## src/rtl/instruction_sequencer.sv

```systemverilog
// ---------------------------------------------------------------------------
// instruction_sequencer
//
// Purpose:
//   Produces the 2-bit execution phase (`state`) that drives control_matrix.
//   Each instruction gets a fetch phase (0), followed by only as many execute
//   phases as its opcode needs. The block also handles the following:
//     - program launch and the one-cycle PC reset pulse
//     - memory stalls
//     - single-step pausing
//     - halt requests
//     - the illegal-opcode trap
//     - counting retired instructions
//
// Ports:
//   clock        system clock
//   reset_n      synchronous reset, active-low
//   start        start/restart request (level, sampled every clock)
//   opcode       current instruction opcode from program memory
//   mem_busy     memory not ready; freezes execute phases 1-3
//   step_mode    1 = pause after each retired instruction
//   step         resume one instruction while paused
//   halt_req     stop once the current instruction retires
//   state        phase to control_matrix (0 outside RUN)
//   pc_reset     one-cycle PC reset while launching
//   running      sequencer is in LAUNCH or RUN
//   halted       sequencer is in HALT
//   illegal_op   sticky: the last halt came from an opcode with bit 3 set
//   instr_done   one-cycle pulse after each retired instruction
//   instr_count  retired-instruction count (wraps)
// ---------------------------------------------------------------------------
module instruction_sequencer #(
    parameter int CNTW = 16,
    parameter int OPW  = 4
) (
    input  logic            clock,
    input  logic            reset_n,
    input  logic            start,
    input  logic [OPW-1:0]  opcode,
    input  logic            mem_busy,
    input  logic            step_mode,
    input  logic            step,
    input  logic            halt_req,
    output logic [1:0]      state,
    output logic            pc_reset,
    output logic            running,
    output logic            halted,
    output logic            illegal_op,
    output logic            instr_done,
    output logic [CNTW-1:0] instr_count
);

    typedef enum logic [2:0] {
        S_IDLE,
        S_LAUNCH,
        S_RUN,
        S_PAUSE,
        S_HALT
    } seq_state_t;

    seq_state_t      fsm_q, fsm_d;
    logic [1:0]      phase_q, phase_d;
    logic [2:0]      op_q, op_d;        // only the low bits select the length
    logic [CNTW-1:0] count_q, count_d;
    logic            done_q, done_d;
    logic            illegal_q, illegal_d;
    logic [1:0]      last_phase;

    // Final execute phase for each legal opcode. The opcode is latched when
    // the sequencer leaves phase 0, so a later change on the memory bus
    // cannot change the length of the instruction.
    always_comb begin
        case (op_q)
            3'b000, 3'b001: last_phase = 2'd1;  // OUT, JMP
            3'b100, 3'b101: last_phase = 2'd2;  // RTR, BLT
            default:        last_phase = 2'd3;  // LDW, STW, ADD, SUB
        endcase
    end

    always_comb begin
        // NOTE: every signal driven here gets a default first, so no path
        // leaves one unassigned and no latch is inferred.
        fsm_d     = fsm_q;
        phase_d   = phase_q;
        op_d      = op_q;
        count_d   = count_q;
        done_d    = 1'b0;
        illegal_d = illegal_q;

        case (fsm_q)
            S_IDLE: begin
                if (start) fsm_d = S_LAUNCH;
            end

            S_LAUNCH: begin
                fsm_d   = S_RUN;
                phase_d = 2'd0;
                count_d = '0;
            end

            S_RUN: begin
                if (phase_q == 2'd0) begin
                    // Fetch ignores mem_busy. The opcode is captured here.
                    op_d = opcode[2:0];
                    if (opcode[OPW-1]) begin
                        fsm_d     = S_HALT;
                        illegal_d = 1'b1;
                    end else begin
                        phase_d = 2'd1;
                    end
                end else if (!mem_busy) begin
                    if (phase_q == last_phase) begin
                        // Retire. halt_req and step_mode are only examined here.
                        count_d = count_q + CNTW'(1);
                        done_d  = 1'b1;
                        phase_d = 2'd0;
                        if (halt_req) begin
                            fsm_d     = S_HALT;
                            illegal_d = 1'b0;
                        end else if (step_mode) begin
                            fsm_d = S_PAUSE;
                        end
                    end else begin
                        phase_d = phase_q + 2'd1;
                    end
                end
            end

            S_PAUSE: begin
                if (start) begin
                    fsm_d = S_LAUNCH;
                end else if (step) begin
                    fsm_d   = S_RUN;
                    phase_d = 2'd0;
                end
            end

            S_HALT: begin
                if (start) begin
                    fsm_d     = S_LAUNCH;
                    illegal_d = 1'b0;
                end
            end

            default: fsm_d = S_IDLE;
        endcase
    end

    always_ff @(posedge clock) begin
        // NOTE: state registers use non-blocking assignments, so every
        // register samples the values from before the edge.
        if (!reset_n) begin
            fsm_q     <= S_IDLE;
            phase_q   <= 2'd0;
            op_q      <= 3'd0;
            count_q   <= '0;
            done_q    <= 1'b0;
            illegal_q <= 1'b0;
        end else begin
            fsm_q     <= fsm_d;
            phase_q   <= phase_d;
            op_q      <= op_d;
            count_q   <= count_d;
            done_q    <= done_d;
            illegal_q <= illegal_d;
        end
    end

    assign state       = (fsm_q == S_RUN) ? phase_q : 2'd0;
    assign pc_reset    = (fsm_q == S_LAUNCH);
    assign running     = (fsm_q == S_LAUNCH) || (fsm_q == S_RUN);
    assign halted      = (fsm_q == S_HALT);
    assign illegal_op  = illegal_q;
    assign instr_done  = done_q;
    assign instr_count = count_q;

endmodule

```

## config.mk

```make
export PLATFORM = sky130hd
export DESIGN_NAME = instruction_sequencer
export DESIGN_NICKNAME = d
export VERILOG_FILES = /design/src/rtl/instruction_sequencer.sv
export SDC_FILE = /design/constraint.sdc
export NUM_CORES = 1
export LEC_CHECK = 0
export CAP_MARGIN = 20
export CORE_MARGIN = 2
export CORE_UTILIZATION = 51
export DETAILED_ROUTE_END_ITERATION = 12
export PLACE_DENSITY = 0.8
export SYNTH_ARGS = -nofsm -noshare
export SYNTH_HDL_FRONTEND = slang
export SYNTH_SLANG_ARGS = --single-unit
```

## constraint.sdc

```tcl
create_clock -name clock -period 5.3 [get_ports clock]
set_input_delay 0.795 -clock clock [delete_from_list [all_inputs] [get_ports clock]]
set_output_delay 0.795 -clock clock [all_outputs]
set_load 0.05 [all_outputs]
```

# Word-level counts from Yosys, hierarchy flattened

Cells that the tools add are included.

Add/subtract/negate cells: 2
Eq/ne operators: 22
Muxes and demuxes: 31
Bitwise logic cells: 2
Reduce and logical (&&, ||, !) cells: 16

Operator list:

| cell                                                | count |
|---|---|
| 2-to-1 mux 16 bit                                   | 3 |
| case mux 16 bit (2 select lines)                    | 1 |
| 2-to-1 mux 3 bit                                    | 9 |
| inequality test 3 bit, second input constant        | 6 |
| adder 16 x 1 -> 16 bit, second input constant       | 1 |
| 2-to-1 mux 2 bit                                    | 7 |
| inequality test 2 bit, second input constant        | 6 |
| case mux 3 bit (4 select lines)                     | 1 |
| AND reduction 6 bit                                 | 2 |
| equality test 3 bit, second input constant          | 3 |
| 2-to-1 mux 1 bit                                    | 7 |
| equality test 3 x 1 -> 1 bit, second input constant | 2 |
| equality test 3 x 2 -> 1 bit, second input constant | 2 |
| zero test 3 bit                                     | 2 |
| case mux 2 bit (3 select lines)                     | 1 |
| OR reduction 2 bit                                  | 3 |
| AND reduction 5 bit                                 | 1 |
| inequality test 4 bit, second input constant        | 1 |
| case mux 2 bit (2 select lines)                     | 1 |
| AND reduction 4 bit                                 | 1 |
| nonzero test 2 bit                                  | 2 |
| OR reduction 4 bit                                  | 1 |
| nonzero test 3 bit                                  | 1 |
| adder 2 x 1 -> 2 bit, second input constant         | 1 |
| 7 further kinds                                     | 8 |

Register bits: 26
Input port bits: 11
Word-level logic and storage cells: 79

# Depth between registers and ports, before layout

Gate-level depths: netlist (run 1).

Word-level depth: 8
Gate-level depth with buffers: 8
Mapped depth without buffers: 7

# Least setup slack after synthesis (run 1)

OpenSTA, ideal clock, no wires.

Path type: flip-flop to output port
Start: reg fsm_q[0]
End: out running
Arrival: 1,846 ps
Required time: 4,505 ps
Setup slack: 2,659 ps
Cell stages (with the launch flop): 4
Path buffers: 1
Cell sequence: dfxtp_1 clkbuf_1 nand2_1 o21ai_0

Cells in the longest elaborated chain, start to end: 2
Elaborated cells on any way between the ends: 3
Classes of those cells: eq/ne: 2; reduce/logical: 1

Ends and longest elaborated chain:

| element                                                                      | RTL line | text |
|---|---|---|
| start: declaration                                                           | 61       | `seq_state_t fsm_q, fsm_d;` |
| start signal: assignment                                                     | 160      | `fsm_q <= fsm_d;` |
| equality test 3 x 1 -> 1 bit or equality test 3 x 2 -> 1 bit (tied branches) | 171      | `assign running = (fsm_q == S_LAUNCH) \|\| (fsm_q == S_RUN);` |
| logical OR 1 bit *                                                           | 171      |  |
| end: declaration                                                             | 46       | `output logic running,` |

Every way passes the cells marked *; elsewhere a longest branch is shown, timed or not.

# Final worst setup path (run 1)

Start: reg fsm_q[2]
End: out running

The elaborated chain is that of the path after synthesis.

==> metrics.txt, run 1 <==
status finished, final reports clean; Die Y 58.1 um; CTS Sinks 25; logic gate share of total power 30.7%; Yosys cell types 50; global route total overflow 0; Internal 0.269 mW; final wirelength 3.39 mm; critical path required time 4.51 ns; crit-path cells or3b_1 > o21ai_0 > clkdlybuf4s50_1; vias in the first global route 1,324; Post-synth ARST share 0%; row count 19; CTS resizes 0; Peak Freq 303 MHz; Slew @ Worst Pin 1.13 ns; Simple-Gate Fraction of Synth Area 30.5%; Setup violations, final 0; Synth-to-Final Area Change 21.9%; port buffer count 32; Reg area 500 um^2; Finished Layout Cells 234; antenna-violating nets left 0; final hold slack 0.511 ns; Max clock buf depth 2; RR Startpoint phase_q[0]$_SDFFE_PN0P_; synthesized cell area 0.00149 mm^2; Clock transition at path regs 0.14 ns; fraction of layout instances using a drive strength above 1 7.88%; Clk Latency, worst-skew pair 0.31 ns; post-layout util 66.0%; DR WL/cell 14.5 um; Final Cycle Share 62.2%; core area 0.00276 mm^2; FF-to-FF setup slack 2.76 ns; relative slew slack 24.5%; Die Area 0.00338 mm^2; Crit path largest cell delay 0.83 ns; initial drt markers 55; post-synth top area share 33.5%; Max Slew Vio Count 0; VDD IR max 0.000157 V; RSZ-0062 raised after global routing no; Post-CTS Setup Repair Bufs 0; router iterations before antenna repair 4; global-route usage over all layers 21.3%; fin area 0.00182 mm^2; sw power 0.154 mW; post-DP HPWL 2.59 mm; Pleak 0.601 nW; clock root buffer clkbuf_4; crit start category flop; H-tree depth 1; DRC 0; worst slack at placement 2.40 ns; Ant. Diodes 0; sequential fraction of the synthesis area 33.5%; R2R depth 7; register share of total power 49.1%; cell area power density 232 mW/mm^2; Sw Ratio 36.4%; Clock Power Share 20.2%; leading post-synthesis cells by cell area dfxtp_1 34%, nor2_1 6.3%, xnor2_1 5.9%; worst-path cell with the longest stage delay clkdlybuf4s50_1; post-synthesis mux area share 1.34%; Synth Area in XOR/XNOR 7.63%; number of max-cap violations 0; largest family of logic cells by synthesized area simple AND/OR/NAND/NOR gates; Worst EP arrival 2.50 ns; Crit Path Class flop to primary output; Worst setup startpoint fsm_q[2]$_SDFFE_PN0P_; Synth top cells by count 25 x dfxtp_1, 25 x nor2_1, 17 x nand2_1; terminus of the critical flop-to-flop path instr_count[9]$_SDFFE_PN0P_; crit end category primary output; Hold/Removal Path Class flop to flop; placed insts 230; final net count 217; Synth Area in Compound Gates 20.0%; Cells after Synth 177; number of synthesized register bits 25; Starting Density 54.1%; IO Pins 34; dominant cell type by area after synthesis dfxtp_1; clock tree from TritonCTS done; minimum clock period 3.29 ns; placed cell areas 0.00179 mm^2; Fin Setup TNS 0 ns; Yosys warning total 0; Worst Setup EP running; Final Hold Viols 0; antenna violations before repair 0; Die X-Extent 58.1 um; Post-Syn Area per Cell 8.43 um^2; CTS buffer count 3; dominant synthesized flop cell dfxtp_1; CP bufs+invs 1; Max Clock Skew 0.0102 ns; first-pass GRT wire length 5.71 mm; vias 1,383; Crit path max-delay family buffers and inverters; vias per cell 5.91; HP Start op_q[2]$_SDFFE_PN0P_; Fillers 252; Synth Area in Adders 1.68%; GPL Wtd Cong 0.831; multi-input logic area 913 um^2; worst setup margin 2.01 ns; Post-synth EDFFs 0; final total power 0.422 mW; Crit path depth 3; largest net degree at the start of global routing 18; Mapped Nets 190; CTS hold repair buffers 0; critical path fanouts, max 17
==> how the worst min path moves through the flow <==
stage	endpoint	slack (ns)	cells past startpoint
2_1_floorplan	op_q[2]$_SDFFE_PN0P_	0.45	2
3_3_place_gp	op_q[2]$_SDFFE_PN0P_	0.46	2
3_5_place_dp	op_q[2]$_SDFFE_PN0P_	0.49	2
4_1_cts	op_q[2]$_SDFFE_PN0P_	0.51	2
5_1_grt	op_q[2]$_SDFFE_PN0P_	0.53	2
6_report	op_q[2]$_SDFFE_PN0P_	0.51	2
==> power by group through the flow <==
stage | sequential [mW] | clock [mW] | combinational [mW]
final | 0.207 | 0.0854 | 0.130
after global routing | 0.209 | 0.0976 | 0.139
after CTS | 0.207 | 0.0888 | 0.129
after detailed placement | 0.211 | 0 | 0.128
after global placement | 0.210 | 0 | 0.125
after floorplan | 0.204 | 0 | 0.106
==> state kept, by name, indices dropped and copies added (netlist names) <==
signal,count
instr_count,16
fsm_q,3
op_q,2
phase_q,2
illegal_op,1
instr_done,1
==> metal layers <==
metal  vias up  global-route usage, %  part of all wire, %
met5         -                      0                    0
met3         2                   2.90                  3.5
met1       649                   25.9                   44
li1        698                      -                    -
met4         0                   7.64                 0.62
met2        34                   38.1                   52
==> cell type report <==
| type | count | share of cell area [%] |
|---|---|---|
| Tap cell | 31 | 2.13 |
| Clock inverter | 1 | 0.275 |
| Clock buffer | 3 | 1.24 |
| Inverter | 5 | 1.03 |
| Sequential cell | 25 | 27.5 |
| Multi-Input combinational cell | 137 | 50.2 |
| Timing Repair Buffer | 32 | 17.6 |
==> placed cells by master (no fill, tap or decap), drive strengths merged, types with 5 or more instances in the layout <==
cell           count
o21ai              8
a21oi              7
clkdlybuf4s50     32
dfxtp             25
xnor2             10
and3               5
inv                5
nand2             17
nand3              7
a211oi             7
nor2              26
==> cells by family (layout without fill, tap and decap cells) <==
logic type | count (synthesis) | after routing
and+or+nand+nor | 82 | 82
AOI/OAI and AO/OA | 38 | 38
DFF | 25 | 25
buffers and inverters | 15 | 41
xor gates and xnor gates | 13 | 13
adders and majority gates | 2 | 2
muxes | 2 | 2
==> worst register-to-register path: cells and delay by family, from the launching register on <==
kind | cells | cell delay, ns
AO/OA/AOI/OAI | 2 | 0.24
adder cells (fa/ha/maj) | 1 | 0.35
buffers and inverters | 1 | 0.09
flip-flops | 1 | 0.42
AND/OR/NAND/NOR | 3 | 1.37
Power figures use the tool's default switching activity.
==> inputs of run 2 (changes only) <==
Settings changed: CORE_UTILIZATION 51 to 50, PLACE_DENSITY 0.8 to 0.79.
Clock period 5.3 ns to 3.15 ns, I/O delays scaled along.
==> run 2 against run 1 <==
The run now ends with DRC left. Clock power increased by 67%. Core utilization decreased by 0.58 points. Sequential share of layout area down 0.23 points. Final area is 0.83% higher. Global-route usage is 0.48 points higher. Final cell count increased by 0.85%. First-iteration DRC count rose by 1.8%. Worst hold slack worse by 0.0072 ns. Non-clock buffer count is 2 higher. Clock-buffer cell count unchanged. Total power is 69% higher. Via count increased by 2.7%. Critical path type unchanged.
==> metrics.txt, run 2 (same netlist as run 1, synthesis figures left out) <==
DRC 3 (was 0); Max Clock Skew 0.00339 ns (was 0.0102 ns); R2R depth 7 (unchanged); CTS Sinks 25 (unchanged); vias in the first global route 1,367 (was 1,324); HP Start op_q[2]$_SDFFE_PN0P_ (unchanged); Synth-to-Final Area Change 22.9% (was 21.9%); critical path required time 2.68 ns (was 4.51 ns); router iterations before antenna repair 8 (was 4); Post-CTS Setup Repair Bufs 0 (unchanged); antenna violations before repair 0 (unchanged); Starting Density 53.2% (was 54.1%); row count 19 (unchanged); Fin Setup TNS 0 ns (unchanged); Ant. Diodes 0 (unchanged); Peak Freq 343 MHz; minimum clock period 2.91 ns; DR WL/cell 14.6 um (was 14.5 um); crit start category flop (unchanged); largest net degree at the start of global routing 17 (was 18); vias 1,420 (was 1,383); hold depth 2 (unchanged); global-route usage over all layers 21.8% (was 21.3%); critical path fanouts, max 12 (was 17); port buffer count 32 (unchanged); placed insts 232 (was 230); clock tree from TritonCTS done (unchanged); vias per cell 6.02 (was 5.91); CTS buffer count 3 (unchanged); Max Slew Vio Count 0 (unchanged); IO Pins 34 (unchanged); Crit Path Class flop to primary output (unchanged); terminus of the critical flop-to-flop path instr_count[9]$_SDFFE_PN0P_ (unchanged); Final Hold Viols 0 (unchanged); worst setup margin 0.236 ns (was 2.01 ns); final net count 219 (was 217); worst-path cell with the longest stage delay clkdlybuf4s50_1 (unchanged); Crit path largest cell delay 0.84 ns (was 0.83 ns); Clock transition at path regs 0.13 ns (was 0.14 ns); FF-to-FF setup slack 0.62 ns (was 2.76 ns); relative slew slack 33.0% (was 24.5%); failing checks DRC; most frequent cells in the layout 32 x clkdlybuf4s50_1, 25 x nor2_1, 25 x dfxtp_1, 17 x nand2_1, 10 x xnor2_1 (unchanged); RSZ-0062 raised after global routing no (unchanged); first-pass GRT wire length 5.92 mm (was 5.71 mm); CTS resizes 0 (unchanged); Die Y 58.6 um (was 58.1 um); Clk Latency, worst-skew pair 0.31 ns (about the same); global route total overflow 0 (unchanged); final wirelength 3.43 mm (was 3.39 mm); worst slack at placement 0.602 ns (was 2.40 ns); cell area power density 388 mW/mm^2 (was 232 mW/mm^2); most common cell after layout, fill and taps aside clkdlybuf4s50_1 (unchanged); Final Cycle Share 92.5%; Worst EP arrival 2.44 ns (was 2.50 ns); Setup violations, final 0 (unchanged); hold endpoint op_q[2]$_SDFFE_PN0P_ (unchanged); antenna-violating nets left 0 (unchanged); initial drt markers 56 (was 55); number of max-cap violations 0 (unchanged); Pleak 0.612 nW (was 0.601 nW); post-DP HPWL 2.63 mm (was 2.59 mm); crit end category primary output (unchanged); Hold/Removal Path Class flop to flop (unchanged); Max clock buf depth 2 (unchanged); fraction of layout instances using a drive strength above 1 8.78% (was 7.88%); max reg flops 16 (unchanged); crit-path cells or3b_1 > nor2_1 > clkdlybuf4s50_1 (was or3b_1 > o21ai_0 > clkdlybuf4s50_1); RR Startpoint phase_q[0]$_SDFFE_PN0P_ (unchanged); GPL Wtd Cong 0.829 (was 0.831); Slew @ Worst Pin 0.998 ns (was 1.13 ns); VDD IR max 0.000236 V (was 0.000157 V); core area 0.00281 mm^2 (was 0.00276 mm^2); Die X-Extent 58.6 um (was 58.1 um); clock root buffer clkbuf_4 (unchanged); H-tree depth 1 (unchanged); status complete, but fails checks (was finished, final reports clean); Finished Layout Cells 236 (was 234); CTS hold repair buffers 0 (unchanged); Die Area 0.00344 mm^2 (was 0.00338 mm^2)
-- run 2: per-stage QoR --
step	area, um^2	hold WS, ns	power [mW]	util (%)
final	1830	0.504	0.712	65.4
after global routing	1830	0.536	0.750	65.4
after CTS	1830	0.501	0.714	65.4
after detailed placement	1810	0.483	0.574	64.4
after global placement	1810	0.464	0.567	64.4
after floorplan	1490	0.445	0.522	-
-- run 2: worst max path at each step --
stage                                     start                           to  slack, ns  cells after the start
final                     fsm_q[1]$_SDFFE_PN0P_                     state[1]       0.24                      3
after global routing      fsm_q[1]$_SDFFE_PN0P_                      running       0.12                      3
after CTS                 fsm_q[1]$_SDFFE_PN0P_                     state[1]       0.25                      3
after detailed placement               mem_busy  instr_count[9]$_SDFFE_PN0P_       0.60                      6
after global placement                 mem_busy  instr_count[9]$_SDFFE_PN0P_       0.63                      6
after floorplan           fsm_q[0]$_SDFFE_PN0P_                      running       0.83                      3
-- run 2: worst max-delay path: cells and delay by family (launching register included) --
kind / cells / cell delay, ns
buffers and inverters: 1 / 0.84
AND/OR/NAND/NOR: 2 / 0.76
flip-flops: 1 / 0.53
-- run 2: per-layer routing --
metal  vias to the layer above  share of wire (%)  GRT usage [%]
met5                         -                  0              0
met4                         0                1.2           8.77
met3                         6                4.0           3.08
met2                        33                 51           39.0
met1                       684                 44           26.2
li1                        697                  -              -
-- run 2: layout make-up --
class / instances / area, um^2
timing repair buffer: 34 / 335
fill: 239 / 971
multi-input combinational: 137 / 913
sequential: 25 / 500
clock inverter: 1 / 5.00
inverter: 5 / 18.8
clock buffer: 3 / 22.5
tap: 31 / 38.8
-- run 2: where the power goes --
part | internal, mW | leakage, nW | switching (mW) | total [mW]
clock network | 0.0475 | 0.0177 | 0.0956 | 0.143
logic | 0.0802 | 0.392 | 0.143 | 0.223
registers | 0.327 | 0.202 | 0.0193 | 0.346
total | 0.454 | 0.612 | 0.258 | 0.712
